## src/rtl/mdu_pkg.sv

```systemverilog
// Shared widths, opcode and state encodings for the iterative multiply/divide unit.
package mdu_pkg;

    localparam int unsigned XLEN = 32;
    localparam int unsigned DLEN = 2 * XLEN;
    localparam int unsigned CNTW = 5;

    localparam logic [1:0] OP_MULT  = 2'b00;
    localparam logic [1:0] OP_MULTU = 2'b01;
    localparam logic [1:0] OP_DIV   = 2'b10;
    localparam logic [1:0] OP_DIVU  = 2'b11;

    localparam logic [XLEN-1:0] LO_DIV0 = 32'hFFFF_FFFF;

    typedef enum logic [1:0] {
        S_IDLE = 2'd0,
        S_RUN  = 2'd1,
        S_FIX  = 2'd2
    } state_e;

endpackage

```

## src/rtl/mdu_signfix.sv

```systemverilog
// Conditional two's-complement negation, used for operand magnitude and result sign correction.
module mdu_signfix #(
    parameter int unsigned W = 32
) (
    input  logic [W-1:0] val_i,
    input  logic         neg_i,
    output logic [W-1:0] res_c_o
);

    assign res_c_o = neg_i ? W'(~val_i + W'(1)) : val_i;

endmodule

```

## src/rtl/mdu.sv

```systemverilog
// Iterative MIPS multiply/divide unit with private HI/LO registers.
// Define MDU_FAST_MUL_EN to route MULT/MULTU through a single-cycle multiplier.
module mdu
    import mdu_pkg::*;
(
    input  logic            clk,
    input  logic            clr,
    input  logic            start,
    input  logic [1:0]      op,
    input  logic [XLEN-1:0] a,
    input  logic [XLEN-1:0] b,
    input  logic            we_hi,
    input  logic            we_lo,
    input  logic [XLEN-1:0] d,
    output logic            busy,
    output logic            done,
    output logic [XLEN-1:0] hi,
    output logic [XLEN-1:0] lo
);

    state_e            state_q, state_d;
    logic [1:0]        op_q, op_d;
    logic [CNTW-1:0]   cnt_q, cnt_d;
    logic [DLEN-1:0]   acc_q, acc_d;
    logic [XLEN-1:0]   mag_a_q, mag_a_d, mag_b_q, mag_b_d, a_q, a_d;
    logic              qneg_q, qneg_d, rneg_q, rneg_d;
    logic [XLEN-1:0]   hi_q, hi_d, lo_q, lo_d;
    logic              busy_q, busy_d, done_q, done_d;

    logic              sgn_in;
    logic [XLEN-1:0]   abs_a, abs_b, quot_fix, rem_fix;
    logic [DLEN-1:0]   prod_raw, prod_fix;
    logic [XLEN:0]     mul_sum, div_sh;
    logic              div_ge;
    logic [XLEN-1:0]   div_rem;

    assign sgn_in = ~op[0];

    mdu_signfix #(.W(XLEN)) u_abs_a (.val_i(a), .neg_i(sgn_in & a[XLEN-1]), .res_c_o(abs_a));
    mdu_signfix #(.W(XLEN)) u_abs_b (.val_i(b), .neg_i(sgn_in & b[XLEN-1]), .res_c_o(abs_b));
    mdu_signfix #(.W(DLEN)) u_fix_p (.val_i(prod_raw), .neg_i(qneg_q), .res_c_o(prod_fix));
    mdu_signfix #(.W(XLEN)) u_fix_q (.val_i(acc_q[XLEN-1:0]), .neg_i(qneg_q), .res_c_o(quot_fix));
    mdu_signfix #(.W(XLEN)) u_fix_r (.val_i(acc_q[DLEN-1:XLEN]), .neg_i(rneg_q), .res_c_o(rem_fix));

    // Shift-add step: upper half accumulates, multiplier bits shift out of the lower half.
    assign mul_sum = {1'b0, acc_q[DLEN-1:XLEN]} + {1'b0, (acc_q[0] ? mag_a_q : '0)};

    // Restoring step: remainder lives in the upper half, dividend/quotient in the lower half.
    assign div_sh  = {acc_q[DLEN-1:XLEN], acc_q[XLEN-1]};
    assign div_ge  = div_sh >= {1'b0, mag_b_q};
    assign div_rem = div_ge ? XLEN'(div_sh - {1'b0, mag_b_q}) : div_sh[XLEN-1:0];

`ifdef MDU_FAST_MUL_EN
    assign prod_raw = {{XLEN{1'b0}}, mag_a_q} * {{XLEN{1'b0}}, mag_b_q};
`else
    assign prod_raw = acc_q;
`endif

    always_ff @(posedge clk) begin
        if (clr) begin
            state_q <= S_IDLE;
            op_q    <= OP_MULT;
            cnt_q   <= '0;
            acc_q   <= '0;
            mag_a_q <= '0;
            mag_b_q <= '0;
            a_q     <= '0;
            qneg_q  <= 1'b0;
            rneg_q  <= 1'b0;
            hi_q    <= '0;
            lo_q    <= '0;
            busy_q  <= 1'b0;
            done_q  <= 1'b0;
        end else begin
            state_q <= state_d;
            op_q    <= op_d;
            cnt_q   <= cnt_d;
            acc_q   <= acc_d;
            mag_a_q <= mag_a_d;
            mag_b_q <= mag_b_d;
            a_q     <= a_d;
            qneg_q  <= qneg_d;
            rneg_q  <= rneg_d;
            hi_q    <= hi_d;
            lo_q    <= lo_d;
            busy_q  <= busy_d;
            done_q  <= done_d;
        end
    end

    always_comb begin
        state_d = state_q;
        op_d    = op_q;
        cnt_d   = cnt_q;
        acc_d   = acc_q;
        mag_a_d = mag_a_q;
        mag_b_d = mag_b_q;
        a_d     = a_q;
        qneg_d  = qneg_q;
        rneg_d  = rneg_q;
        hi_d    = hi_q;
        lo_d    = lo_q;
        done_d  = 1'b0;

        unique case (state_q)
            S_IDLE: begin
                if (start) begin
                    op_d    = op;
                    a_d     = a;
                    mag_a_d = abs_a;
                    mag_b_d = abs_b;
                    qneg_d  = sgn_in & (a[XLEN-1] ^ b[XLEN-1]);
                    rneg_d  = sgn_in & a[XLEN-1];
                    cnt_d   = '0;
                    acc_d   = {{XLEN{1'b0}}, (op[1] ? abs_a : abs_b)};
                    state_d = S_RUN;
`ifdef MDU_FAST_MUL_EN
                    if (!op[1]) state_d = S_FIX;
`endif
                end else begin
                    if (we_hi) hi_d = d;
                    if (we_lo) lo_d = d;
                end
            end
            S_RUN: begin
                acc_d = op_q[1] ? {div_rem, acc_q[XLEN-2:0], div_ge}
                                : {mul_sum, acc_q[XLEN-1:1]};
                cnt_d = cnt_q + CNTW'(1);
                if (cnt_q == CNTW'(31)) state_d = S_FIX;
            end
            S_FIX: begin
                if (!op_q[1]) begin
                    {hi_d, lo_d} = prod_fix;
                end else if (mag_b_q == '0) begin
                    hi_d = a_q;
                    lo_d = LO_DIV0;
                end else begin
                    hi_d = rem_fix;
                    lo_d = quot_fix;
                end
                done_d  = 1'b1;
                state_d = S_IDLE;
            end
            default: state_d = S_IDLE;
        endcase

        busy_d = (state_d != S_IDLE);
    end

    assign busy = busy_q;
    assign done = done_q;
    assign hi   = hi_q;
    assign lo   = lo_q;

endmodule
```

## config.mk

```make
export PLATFORM = sky130hd
export DESIGN_NAME = mdu
export DESIGN_NICKNAME = d
export VERILOG_FILES = /design/src/rtl/mdu_pkg.sv /design/src/rtl/mdu_signfix.sv /design/src/rtl/mdu.sv
export SDC_FILE = /design/constraint.sdc
export NUM_CORES = 1
export LEC_CHECK = 0
export ABC_AREA = 1
export CAP_MARGIN = 20
export CORE_MARGIN = 5
export CORE_UTILIZATION = 61
export DETAILED_ROUTE_END_ITERATION = 10
export GPL_TIMING_DRIVEN = 0
export MAX_ROUTING_LAYER = met4
export PLACE_DENSITY = 0.92
export SLEW_MARGIN = 15
export SYNTH_ARGS = -nofsm -noshare
export SYNTH_HDL_FRONTEND = slang
export SYNTH_SLANG_ARGS = --single-unit
export TNS_END_PERCENT = 1
```

## constraint.sdc

```tcl
create_clock -name clk -period 3.39 [get_ports clk]
set_clock_uncertainty 0.2 [all_clocks]
set_input_delay 0.678 -clock clk [delete_from_list [all_inputs] [get_ports clk]]
set_output_delay 0.678 -clock clk [all_outputs]
set_load 0.02 [all_outputs]
```

==> flow_summary.toml <==
[critical_path]
crit_type = "flip-flop to flip-flop"
critPathRequiredTime_ns = 3.60
cp-end-kind = "flip-flop"
r2r_cells = 21
r2r_setup_slack_ns = 0.13
cp.arrival_ns = 3.47
crit_fanout = 10
timing.rr.end = "acc_q[59]"
reg2reg_from = "acc_q[0]"
critPathLaunchType = "flip-flop"

[global_route]
grt_max_degree = 15
overflow = 0
antenna_found_initial = 2
grt_pass1_vias = 24200
grt_pass1_wl_um = 143000
grt_usage_pct = 49.6

[sta]
worst_pin_slew_ns = 1.13
maxSlewHeadroom_pct = 24.5
final.setup.tns_ns = 0
setup_slack_ns = 0.126
rsz0062_at_grt = "no"
clock.fmax_ghz = 0.306
setup_violations = 0
timing.final.crit_share_pct = 96.3
fin_crit_ns = 3.26
hold_viol_final = 0
maxSlewViolCount = 0

[logic_synthesis]
yosysWarnings = 0
yosys.area.top_type_share_pct = 22.2
synth_edf_count = 0
synth_area_leaders = "dfxtp_1 (22%), nand2_1 (19%), inv_1 (9.7%)"
yosysTopAreaCell = "dfxtp_1"
synth-simple-area-share_pct = 38.7
yosys_most_used_dff = "dfxtp_1"
synth_top_family_by_area = "simple AND/OR/NAND/NOR gates"
netlist_area_sq_um = 21200
syn_nets = 3966
synthCells = 3791
synth-adder-area-share_pct = 4.32
ys_seq_elements = 235
synth_seq_area_share_pct = 22.2
synth_compound_area_share_pct = 18.2
synth.avg_cell_area_sq_um = 5.59
ys_types = 46
synth_xor_area_share_pct = 3.43
synthMuxAreaShare_pct = 0
async_flop_share_pct = 0

[clock_network]
h-tree-depth = 1
clkLatencyLatePin_ns = 0.59
clk_pin_slew_ns = 0.08
cts_root_buf = "clkbuf_16"
cts_sinks = 235
cts_hold_buf = 0
numCtsBuffers = 26
cts_buffer_depth = 3
cts_tree = "done"

[floorplan]
die_w_um = 196
start_util_pct = 61.5
pin_count = 169
rows = 68
die_y_um = 196
coreArea_sq_um = 34500
die-area_sq_um = 38600

[pwr]
cellLeakagePower_nw = 12.2
power.density_nw_per_um2 = 413
peakVddDrop_mv = 0.526

[place]
portBuffers = 167
gp_congestion = 1.19
pre_cts_ws_ns = -0.0479
hpwl_um = 78900

[detailed_routing]
drt-vias-per-instance = 6.10
drt-total-wl_um = 97800
wl_per_cell_um = 21.9
drt_iter0_markers = 4306
vias = 27200
drc = 0
final_antenna_net_count = 0
drtPass1Iterations = 8

[finish]
fillers = 3175
final_nets = 4161
layout_commonest_cell = "nand2_1"
drive_above_1_share_pct = 3.82
layout_common_cells = "nand2_1 (1072), inv_1 (545), nor2_1 (389)"
area_growth_pct = 15.0

[min_path]
worstHoldEndpoint = "cnt_q[4]"
hp-start = "cnt_q[4]"
holdPathStages = 2
hp-class = "flip-flop to flip-flop"

[job]
cap_violations = 0

[outcome]
status = "finished clean"
cells in the mapped netlist, types with 7 or more instances:
cell type / count
nand2_1: 1072
inv_1: 545
nor2_1: 389
nand3_1: 331
a21oi_1: 317
o21ai_0: 304
dfxtp_1: 235
clkbuf_1: 104
xor2_1: 78
ha_1: 70
nand4_1: 48
o211ai_1: 42
nor3_1: 37
buf_2: 31
nor2_2: 20
buf_1: 19
nand3b_1: 15
inv_2: 14
o21bai_1: 13
or2_2: 12
a22oi_1: 11
o21ai_1: 10
nand2_2: 9
a31oi_1: 7
worst max-delay path by stage:
stage | from | to | slack (ns)
floorplan | acc_q[0] | acc_q[59] | 0.73
global placement | a[0] | acc_q[10] | -0.02
detailed placement | clr | a_q[8] | -0.05
CTS | acc_q[0] | acc_q[59] | 0.07
global route | acc_q[0] | acc_q[59] | 0.004
finish | acc_q[0] | acc_q[59] | 0.13
through the flow:
stage	std cells	cell area [sq um]	util [%]	hold WS (ns)	total power (W)
floorplan	3791	21200	-	0.243	0.00543
global placement	4413	23400	68.0	0.254	0.00666
detailed placement	4413	23400	68.0	0.263	0.00671
CTS	4461	24400	70.7	0.277	0.00976
global route	4464	24400	70.8	0.303	0.0104
finish	4464	24400	70.8	0.278	0.0101
registers in the layout, indices dropped and copies added (netlist names):
name     cells
cnt_q        5
qneg_q       1
a_q         31
op_q         1
state_q      2
hi          32
mag_a_q     32
mag_b_q     32
lo          32
done         1
rneg_q       1
busy         1
acc_q       64
repair_timing:
action | 4_1_cts | 5_1_grt
resized for setup | 0 | 5
setup buffers | 0 | 0
setup endpoints to repair | 0 | 11
per-layer routing:
layer	track usage [%]	vias up	share of wire, %
met4	22.3	0	6.3
met2	68.0	2076	39
met5	-	-	0
met1	63.6	12200	37
met3	20.6	425	17
li1	-	12600	-
logic make-up (layout without fill, tap and decap cells):
| family | Yosys count | after routing |
|---|---|---|
| and+or+nand+nor | 1956 | 1956 |
| AOI/OAI and AO/OA | 724 | 724 |
| buffers and inverters | 721 | 936 |
| DFF | 235 | 235 |
| xor gates and xnor gates | 83 | 83 |
| adders and majority gates | 72 | 72 |
| other | 0 | 3 |
layout make-up:
cell class / instances / area, sq um / share of cell area (%)
Antenna cell: 3 / 7.51 / 0.0308
Buffer: 159 / 677 / 2.78
Multi-Input combinational cell: 2835 / 13700 / 56.2
Inverter: 562 / 2110 / 8.65
Clock inverter: 13 / 168 / 0.688
Timing Repair Buffer: 167 / 1670 / 6.86
Sequential cell: 235 / 4710 / 19.3
Tap cell: 455 / 569 / 2.34
Clock buffer: 35 / 764 / 3.14
critical path, stage by stage, from the launching register on:
cell	delay, ns
dfxtp_1	0.32
buf_6	0.16
clkbuf_4	0.22
nand2_1	0.07
inv_1	0.08
ha_1	0.23
inv_1	0.07
fa_1	0.40
inv_1	0.11
nand3_1	0.07
nand3_1	0.12
nand2_1	0.06
nand2_1	0.19
nand2_1	0.08
nand2_1	0.16
nand2_1	0.11
nand3_1	0.10
nand3_1	0.07
nand2_1	0.09
inv_1	0.06
nand2_1	0.06
a21oi_1	0.06
power by group:
group          leakage [nW]  switching, W  internal (W)
combinational          9.78       0.00254       0.00111
clock                 0.463       0.00134       0.00182
sequential             1.94      0.000256       0.00300
total                  12.2       0.00414       0.00593
Power figures use the tool's default switching activity.
